<file path="src/rtl/jt51_slot_seq.sv">
// Slot sequencer: walks the 32 operator slots, looks up each channel's
// connection/feedback and decodes the modulation-source selects.
module jt51_slot_seq #(
  parameter int FB_LAT = 1
) (
  input  logic       clk,
  input  logic       rst_n,
  input  logic       cen,
  input  logic       wr_en,
  input  logic [2:0] wr_ch,
  input  logic [2:0] wr_con,
  input  logic [2:0] wr_fb,
  output logic [4:0] slot,
  output logic [2:0] con_I,
  output logic [2:0] fb_II,
  output logic       m1_enters,
  output logic       c1_enters,
  output logic       use_prevprev1,
  output logic       use_internal_x,
  output logic       use_prev2,
  output logic       use_prev1,
  output logic       use_internal_y,
  output logic       zero
);

  // Select vector order: {prevprev1, internal_x, prev2, prev1, internal_y}
  function automatic logic [4:0] use_decode(input logic [1:0] grp, input logic [2:0] con);
    logic [4:0] u;
    u = 5'b00000;
    case (grp)
      2'd0: u = 5'b10010;
      2'd1: begin
        case (con)
          3'd0:    u = 5'b00010;
          3'd1:    u = 5'b10010;
          3'd2:    u = 5'b00010;
          3'd5:    u = 5'b10000;
          default: u = 5'b00000;
        endcase
      end
      2'd2: begin
        case (con)
          3'd0, 3'd3, 3'd4, 3'd5, 3'd6: u = 5'b10000;
          default:                      u = 5'b00000;
        endcase
      end
      2'd3: begin
        case (con)
          3'd0, 3'd1: u = 5'b00100;
          3'd2:       u = 5'b00101;
          3'd3:       u = 5'b00110;
          3'd4:       u = 5'b00001;
          3'd5:       u = 5'b10000;
          default:    u = 5'b00000;
        endcase
      end
      default: u = 5'b00000;
    endcase
    return u;
  endfunction

  logic [4:0] cnt_r;
  logic [5:0] ch_tab_r [8];
  logic [2:0] fb_sr_r [FB_LAT+1];
  logic [5:0] rd_ent_s;
  logic [4:0] use_nxt_s;

  assign rd_ent_s  = ch_tab_r[cnt_r[2:0]];
  assign use_nxt_s = use_decode(cnt_r[4:3], rd_ent_s[5:3]);
  assign fb_II     = fb_sr_r[FB_LAT];

  // Channel table: writes land regardless of cen; reads see the pre-write value
  always_ff @(posedge clk or negedge rst_n) begin
    if (!rst_n) begin
      for (int i = 0; i < 8; i++) ch_tab_r[i] <= 6'd0;
    end else if (wr_en) begin
      ch_tab_r[wr_ch] <= {wr_con, wr_fb};
    end
  end

  // Slot counter, registered decode outputs and feedback delay line
  always_ff @(posedge clk or negedge rst_n) begin
    if (!rst_n) begin
      cnt_r          <= 5'd0;
      slot           <= 5'd0;
      con_I          <= 3'd0;
      m1_enters      <= 1'b0;
      c1_enters      <= 1'b0;
      zero           <= 1'b0;
      use_prevprev1  <= 1'b0;
      use_internal_x <= 1'b0;
      use_prev2      <= 1'b0;
      use_prev1      <= 1'b0;
      use_internal_y <= 1'b0;
      for (int i = 0; i <= FB_LAT; i++) fb_sr_r[i] <= 3'd0;
    end else if (cen) begin
      cnt_r      <= cnt_r + 5'd1;
      slot       <= cnt_r;
      con_I      <= rd_ent_s[5:3];
      m1_enters  <= (cnt_r[4:3] == 2'd0);
      c1_enters  <= (cnt_r[4:3] == 2'd2);
      zero       <= (cnt_r == 5'd0);
      {use_prevprev1, use_internal_x, use_prev2, use_prev1, use_internal_y} <= use_nxt_s;
      fb_sr_r[0] <= rd_ent_s[2:0];
      for (int i = 1; i <= FB_LAT; i++) fb_sr_r[i] <= fb_sr_r[i-1];
    end
  end

endmodule

</file>
<file path="config.mk">
export PLATFORM = sky130hd
export DESIGN_NAME = jt51_slot_seq
export DESIGN_NICKNAME = d
export VERILOG_FILES = /design/src/rtl/jt51_slot_seq.sv
export SDC_FILE = /design/constraint.sdc
export NUM_CORES = 1
export LEC_CHECK = 0
export ABC_AREA = 0
export CAP_MARGIN = 0
export CORE_ASPECT_RATIO = 1.1
export CORE_UTILIZATION = 44
export CTS_CLUSTER_DIAMETER = 100
export DETAILED_ROUTE_END_ITERATION = 8
export MAX_ROUTING_LAYER = met4
export PLACE_DENSITY = 0.72
export SYNTH_ARGS = -nofsm -noshare
export SYNTH_HDL_FRONTEND = slang
export SYNTH_SLANG_ARGS = --single-unit
</file>
<file path="constraint.sdc">
create_clock -name clk -period 2.74 [get_ports clk]
set_clock_uncertainty 0.15 [all_clocks]
set_input_delay 0.548 -clock clk [delete_from_list [all_inputs] [get_ports clk]]
set_output_delay 0.548 -clock clk [all_outputs]
set_load 0.03 [all_outputs]
</file>
# Yosys cells after proc, flatten, opt, wreduce, memory -nomap -nowiden
# Cells that the tools add are included.
# word_totals
in_bits	13
register_bits	75
# classes
reduce_logical	7
add_sub_neg	1
eq_ne	9
muxes	10
order_cmp	3
bitwise	2
# op_table
operator	count
48-bit bitwise mux	1
5-bit one-hot mux with 5 select lines	1
5-bit one-hot mux with 4 select lines	1
6-bit binary-select mux with 3-bit select	1
6-bit demux with 3-bit select	1
6-bit two-way mux	3
5-bit one-hot mux with 3 select lines	1
3-bit equality test (second input constant)	3
4-bit >= comparator (second input constant)	2
3-bit NOT with 4-bit output	2
3-bit by 2-bit equality test with 1-bit output (second input constant)	2
5-bit by 1-bit adder with 5-bit output (second input constant)	1
5-bit zero test	1
5-bit two-way mux	1
5-bit OR reduction	1
2-bit equality test (second input constant)	2
4-bit by 1-bit less-than comparator with 1-bit output (second input constant)	1
2-bit OR reduction	2
3-bit by 1-bit equality test with 1-bit output (second input constant)	1
3-bit zero test	1
2-bit by 1-bit equality test with 1-bit output (second input constant)	1
2-bit zero test	1
1-bit logical AND	1

# Depth between registers and ports, before layout
# Gate-level depths: netlist (run 1).
# logic_depth
depth_word	8
depth_mapped	6
mapped_depth_nobuf	5

# Least setup slack after synthesis (run 1)
# Ideal clock, no wire load.
# synth_path
path_kind	register to register
startpoint	reg cnt_r[0]
endpoint	reg use_prevprev1
path_stages_with_launch	7
slack_ns	0.524
t_arrival_ns	1.947
synth_period_minus_slack_ns	2.216
cell_sequence	dfrtp_1 buf_6 mux4_2 mux2i_4 nor2b_2 or4_1 a31o_1
# synth_between
elab_chain_len	8
# synth_lines
element	line_no	rtl
start: declaration	62	logic [4:0] cnt_r;
start signal: assignment	97	cnt_r <= cnt_r + 5'd1;
3-bit NOT with 4-bit output (implied by the code) (*)	68	assign rd_ent_s = ch_tab_r[cnt_r[2:0]];
6-bit binary-select mux with 3-bit select (*)	68	
6-bit two-way mux (implied by the code) (*) (2 in a row)	68	
3-bit by 1-bit equality test with 1-bit output, or another cell as far along	33, 48	
2-bit OR reduction, or another cell as far along	48	case (con)
5-bit one-hot mux with 5 select lines, or another cell as far along	48	
5-bit one-hot mux with 4 select lines (*)	30	case (grp)
end signal: assignment	103	{use_prevprev1, use_internal_x, use_prev2, use_prev1, use_internal_y} <= use_nxt_s;
end: declaration	18	output logic use_prevprev1,
# Mark *: on every way between the ends. The rest lies on a longest branch, timed or not. The select of a mux whose other input is x is not followed.
# A chain may end at the register's enable or synchronous reset.

# Worst setup path in the final report (run 1)
# Ends and elaborated chain as after synthesis.

==> metrics.csv, run 1 <==
metric,value,unit
run_status,finished with violations,
failed_checks,DRC,
grt.overflow.total,0,
worst_r2r_path_depth,5,
ctsRootBufferMaster,clkbuf_8,
chipWidth,84.9,um
placedCellCount,337,
postSynthCellCount,229,
nets,279,
setup-tns-final,0,ns
remaining_antenna_violation_count,0,
input_output_buffers,30,
vias,1979,
cts_inserted_buffers,9,
fin_cells,353,
layout_min_cycle_time,2.42,ns
top_level_ports,32,
cts-htree-levels,3,
dpl_cell_area,0.00372,sq mm
drc_errors,5,
timing.rr.start,cnt_r[0],
clock-sinks,74,
path_class,reg2reg,
finalHoldViolations,0,
worst_slack,0.322,ns
critical_path_arrival,2.50,ns
cts_hold_buffers,1,
yosys.cell_types.count,38,
crit_slowest_cell,mux4_2,
cts_max_path_buffers,2,
finalHoldWorstSlack,0.353,ns
yosysWarnings,0,
leakage,1.64,nW
dp_slack,0.333,ns
path_clk_slew,0.07,ns
totalWireLength,6110,um
regToRegSetupSlack,0.32,ns
critical_path_cell_by_cell,"mux4_2, mux2i_4, nor2b_2, or4_1, a31o_1",
synthFlopType,dfrtp_1,
power_density,1050,mW/mm^2
hold_path_class,reg2reg,
drive_above_1_share,35.8,%
synth-edff-count,0,
grt_pass1_wl,10500,um
achievable-frequency,414,MHz
core_region_area,0.00717,sq mm
post-route-period-util,88.2,%
irDropWorstVdd,0.359,mV
first_global_vias,2090,
min_delay_worst_endpoint,ch_tab_r[32],
worst_hold_startpoint,ch_tab_r[32],
via_per_inst,5.61,
worst_hold_path.num_cells,1,
timing.critical_path.from_type,flop,
rsz0062_at_grt,false,
cts_setup_buffers,0,
drv_cap,0,
place_congestion,0.745,
floorplan.die.height,93.2,um
syn_area_per_cell,14.5,sq um
clock_tree_from_tritoncts,done,
final_design_area_no_fill,0.00391,sq mm
firstDrtPassIters,8,
worst_setup_path_end_kind,flop,
ffs_w_async_s_r_synth,100,%
reg2reg_to,use_prevprev1,
cts_repair_resize_count,0,
post-layout-total-power,4.11,mW
grt_start_max_net_pins,39,
routedWlPerCell,17.3,um
placementRows,32,
final-max-slew-violation-count,0,
initial_core_util,46.4,%
hpwl,4240,um
synth_sequential_area_ratio,55.7,%
synth.cell_area,0.00333,sq mm
crit_path_max_fanout,7,
count_of_state_elements_after_synthesis,74,
final-setup-viol-count,0,
slowest_stage_delay_on_critical_path,0.58,ns
grtUsageTotal,18.2,%
critPathRequiredTime,2.82,ns
detailedRoute.firstIterationViolations,102,
worstSkewPairLatency,0.34,ns
die-area,0.00791,sq mm
number_of_antenna_violations_at_the_first_check_in_global_routing,0,
antennaDiodeCount,0,
area_growth,17.5,%
synthesis.nets,244,
utilization_after_layout,54.5,%
[where the power goes]
| group | total [mW] | switching [mW] | internal, mW |
|---|---|---|---|
| registers | 1.69 | 0.260 | 1.43 |
| logic | 1.66 | 0.780 | 0.880 |
| clock network | 0.753 | 0.381 | 0.373 |
| total | 4.11 | 1.42 | 2.69 |
[cell usage in the layout (no fill, tap or decap), drive strengths merged, types with 6 or more instances in the layout]
cell / Yosys / routed
clkdlybuf4s50: 0 / 29
dfrtp: 74 / 74
mux2: 58 / 58
clkbuf: 8 / 13
nor2: 9 / 9
inv: 6 / 6
a21oi: 6 / 6
buf: 9 / 11
mux4: 12 / 12
mux2i: 6 / 6
[registers in the layout, summed over array words and instances, names as in the netlist]
| signal | cells |
|---|---|
| c1_enters | 1 |
| ch_tab_r | 48 |
| cnt_r | 5 |
| con_I | 3 |
| fb_II | 3 |
| fb_sr_r | 3 |
| m1_enters | 1 |
| slot | 5 |
| use_internal_y | 1 |
| use_prev1 | 1 |
| use_prev2 | 1 |
| use_prevprev1 | 1 |
| zero | 1 |
[per-layer routing]
layer  global-route usage (%)  wire, um
met5                        -         0
met4                     8.90       123
met3                     3.18       160
met2                     28.3      2960
met1                     23.3      2870
[layout make-up]
| class | count | area [sq um] |
|---|---|---|
| multi-input cells | 132 | 1360 |
| clock buffers | 13 | 159 |
| well taps | 85 | 106 |
| flip-flops and latches | 74 | 1850 |
| clock inverters | 2 | 12.5 |
| repair buffers | 41 | 393 |
| fillers | 601 | 3260 |
| inverters | 6 | 22.5 |
[cells in the mapped netlist (all sizes together) (4+ instances only)]
master	count	area share [%]
dfrtp	74	56
mux2	58	20
mux4	12	8.2
buf	9	1.8
nor2	9	1.0
clkbuf	8	0.90
a21oi	6	0.90
inv	6	0.68
mux2i	6	2.6
nand2	4	0.45
nand4	4	0.75
nand4b	4	1.1
o21ai	4	0.60
xnor2	4	1.1
[critical path, delay by kind of cell, from the launching register on]
family             cells  cell delay (ns)
and+or+nand+nor        2             0.56
muxes                  2             0.84
AOI/OAI and AO/OA      1             0.23
DFF                    1             0.54
[logic make-up after synthesis]
family	count (synthesis)	share of synthesized area (%)
muxes	76	30.4
AOI/OAI and AO/OA	15	2.63
and+or+nand+nor	33	5.68
buffers and inverters	23	3.39
other	1	0.113
xor gates and xnor gates	5	1.32
adders and majority gates	2	0.752
DFF	74	55.7
[worst max path at each step]
| stage | start | to | cells after the start |
|---|---|---|---|
| after CTS | cnt_r[0] | use_prevprev1 | 5 |
| after global routing | cnt_r[0] | use_prev1 | 7 |
| after global placement | cnt_r[0] | use_prevprev1 | 5 |
| after detailed placement | cnt_r[0] | use_prevprev1 | 5 |
| final | cnt_r[0] | use_prevprev1 | 5 |
| after floorplan | cnt_r[0] | use_prevprev1 | 6 |
No activity file was read; power rests on OpenSTA's default activity.
==> run 2, diff against run 1 <==
--- a/config.mk
+++ b/config.mk
@@ -8,11 +8,11 @@
 export ABC_AREA = 0
 export CAP_MARGIN = 0
 export CORE_ASPECT_RATIO = 1.1
-export CORE_UTILIZATION = 44
+export CORE_UTILIZATION = 30
 export CTS_CLUSTER_DIAMETER = 100
 export DETAILED_ROUTE_END_ITERATION = 8
 export MAX_ROUTING_LAYER = met4
-export PLACE_DENSITY = 0.72
+export PLACE_DENSITY = 0.55
 export SYNTH_ARGS = -nofsm -noshare
 export SYNTH_HDL_FRONTEND = slang
 export SYNTH_SLANG_ARGS = --single-unit
==> run 2 against run 1 <==
Net effect:
- the run now ends clean
- via count shrank 1.3%
- setup slack gained 0.094 ns
- first-iteration DRC count shrank 56%
- non-clock buffer count grew 4
- critical path depth is the same
- clock-buffer cell count shrank 3
- final cell count grew 18%
- wire length grew 2.4%
- utilization shrank 15 points
==> metrics.csv, run 2 (synthesis results as in run 1) <==
metric,value,unit,change
finalHoldViolations,0,,unchanged
grt.overflow.total,0,,unchanged
timing.rr.start,cnt_r[0],,unchanged
number_of_antenna_violations_at_the_first_check_in_global_routing,0,,unchanged
comb_power_share,36.3,%,was 40.4%
rsz0062_at_grt,false,,unchanged
drv_cap,0,,unchanged
critical_path.top_delay_family,multiplexers,,unchanged
leakage,1.73,nW,was 1.64 nW
chipWidth,102,um,was 84.9 um
run_status,"complete, no violations",,was finished with violations
setup-tns-final,0,ns,unchanged
cts-htree-levels,3,,unchanged
placementRows,39,,was 32
drc_errors,0,,was 5
nets,283,,was 279
path_class,reg2reg,,unchanged
hold_path_class,in2async,,was reg2reg
totalWireLength,6250,um,was 6110 um
input_output_buffers,30,,unchanged
clock_tree_from_tritoncts,done,,unchanged
slowest_stage_delay_on_critical_path,0.57,ns,was 0.58 ns
worst_slack,0.416,ns,was 0.322 ns
first_global_vias,1982,,was 2090
remaining_antenna_violation_count,0,,unchanged
dpl_cell_area,0.00383,sq mm,was 0.00372 sq mm
critPathRequiredTime,2.80,ns,was 2.82 ns
post-route-period-util,84.8,%,was 88.2%
final_design_area_no_fill,0.00417,sq mm,was 0.00391 sq mm
total_switching_power,1.45,mW,was 1.42 mW
cts_repair_resize_count,0,,unchanged
power_switching_share,31.2,%,was 34.6%
floorplan.die.height,112,um,was 93.2 um
place_congestion,0.734,,was 0.745
cp.buffers_inverters,0,,unchanged
cts_max_path_buffers,2,,unchanged
grt_pass1_wl,10500,um,about the same
irDropWorstVdd,0.394,mV,was 0.359 mV
layout.cells.most_common,dfrtp_1,,unchanged
drive_above_1_share,37.5,%,was 35.8%
via_per_inst,4.71,,was 5.61
utilization_after_layout,39.4,%,was 54.5%
final-max-slew-violation-count,0,,unchanged
firstDrtPassIters,4,,was 8
timing.critical_path.from_type,flop,,unchanged
clock_power_share,28.0,%,was 18.3%
top_register,ch_tab_r,,unchanged
grt_start_max_net_pins,39,,unchanged
final-setup-viol-count,0,,unchanged
vias,1953,,was 1979
p_int,3.21,mW,was 2.69 mW
critical_path_cell_by_cell,"mux4_2, mux2i_4, nor2b_2, or4_1, a31o_1",,unchanged
crit_path_max_fanout,7,,unchanged
mostFrequentLayoutCells,"dfrtp_1, mux2_2, clkdlybuf4s50_1",,unchanged
grtUsageTotal,12.7,%,was 18.2%
largest_reg_flops,48,,unchanged
cts_setup_buffers,0,,unchanged
core_region_area,0.0106,sq mm,was 0.00717 sq mm
initial_core_util,31.4,%,was 46.4%
path_clk_slew,0.05,ns,was 0.07 ns
antennaDiodeCount,0,,unchanged
clock-sinks,74,,unchanged
largestRegisters,"ch_tab_r: 48 flops, cnt_r: 5 flops, slot: 5 flops",,unchanged
hpwl,4250,um,was 4240 um
post-layout-total-power,4.66,mW,was 4.11 mW
cts_inserted_buffers,9,,unchanged
ctsRootBufferMaster,clkbuf_16,,was clkbuf_8
detailedRoute.firstIterationViolations,45,,was 102
routedWlPerCell,15.1,um,was 17.3 um
worst_setup_path_end_kind,flop,,unchanged
cp-startpoint,cnt_r[0],,unchanged
fin_cells,415,,was 353
crit_slowest_cell,mux4_2,,unchanged
achievable-frequency,430,MHz,was 414 MHz
die-area,0.0115,sq mm,was 0.00791 sq mm
cts_hold_buffers,0,,was 1
power_density,1120,mW/mm^2,was 1050 mW/mm^2
seq_power_share,35.7,%,was 41.2%
layout_min_cycle_time,2.32,ns,was 2.42 ns
finalHoldWorstSlack,0.128,ns,was 0.353 ns
dp_slack,0.391,ns,was 0.333 ns
worstSkewPairLatency,0.33,ns,was 0.34 ns
placedCellCount,400,,was 337
top_level_ports,32,,unchanged
area_growth,25.3,%,was 17.5%
critical_path_arrival,2.38,ns,was 2.50 ns
run 2: path summary, 6_finish.rpt:
path	slack, ns	end	cells past startpoint
setup / recovery	0.42	use_prevprev1	5
hold reg to reg	0.35	ch_tab_r[7]	1
min in group clk	0.35	ch_tab_r[7]	1
setup reg to reg	0.42	use_prevprev1	5
hold / removal	0.13	use_prev1	2
max in group asynchronous	1.96	ch_tab_r[18]	2
run 2: cell type report:
type	count	area (sq um)
fill	997	6420
sequential	74	1850
multi-input combinational	132	1360
timing repair buffer	45	420
clock buffer	10	229
tap	143	179
clock inverter	5	104
inverter	6	22.5
run 2: power by group through the flow:
stage / sequential, mW / combinational (mW) / clock, mW
2_1_floorplan: 1.79 / 1.10 / 0
6_report: 1.67 / 1.69 / 1.30
5_1_grt: 1.72 / 1.83 / 1.39
3_5_place_dp: 1.69 / 1.71 / 0
4_1_cts: 1.67 / 1.72 / 1.34
3_3_place_gp: 1.69 / 1.68 / 0
run 2: routing by layer:
metal,track usage (%),up-vias,part of all wire (%)
li1,-,913,-
met1,17.5,997,50
met2,17.7,36,45
met3,2.80,7,3.1
met4,6.10,0,1.5
met5,-,-,0
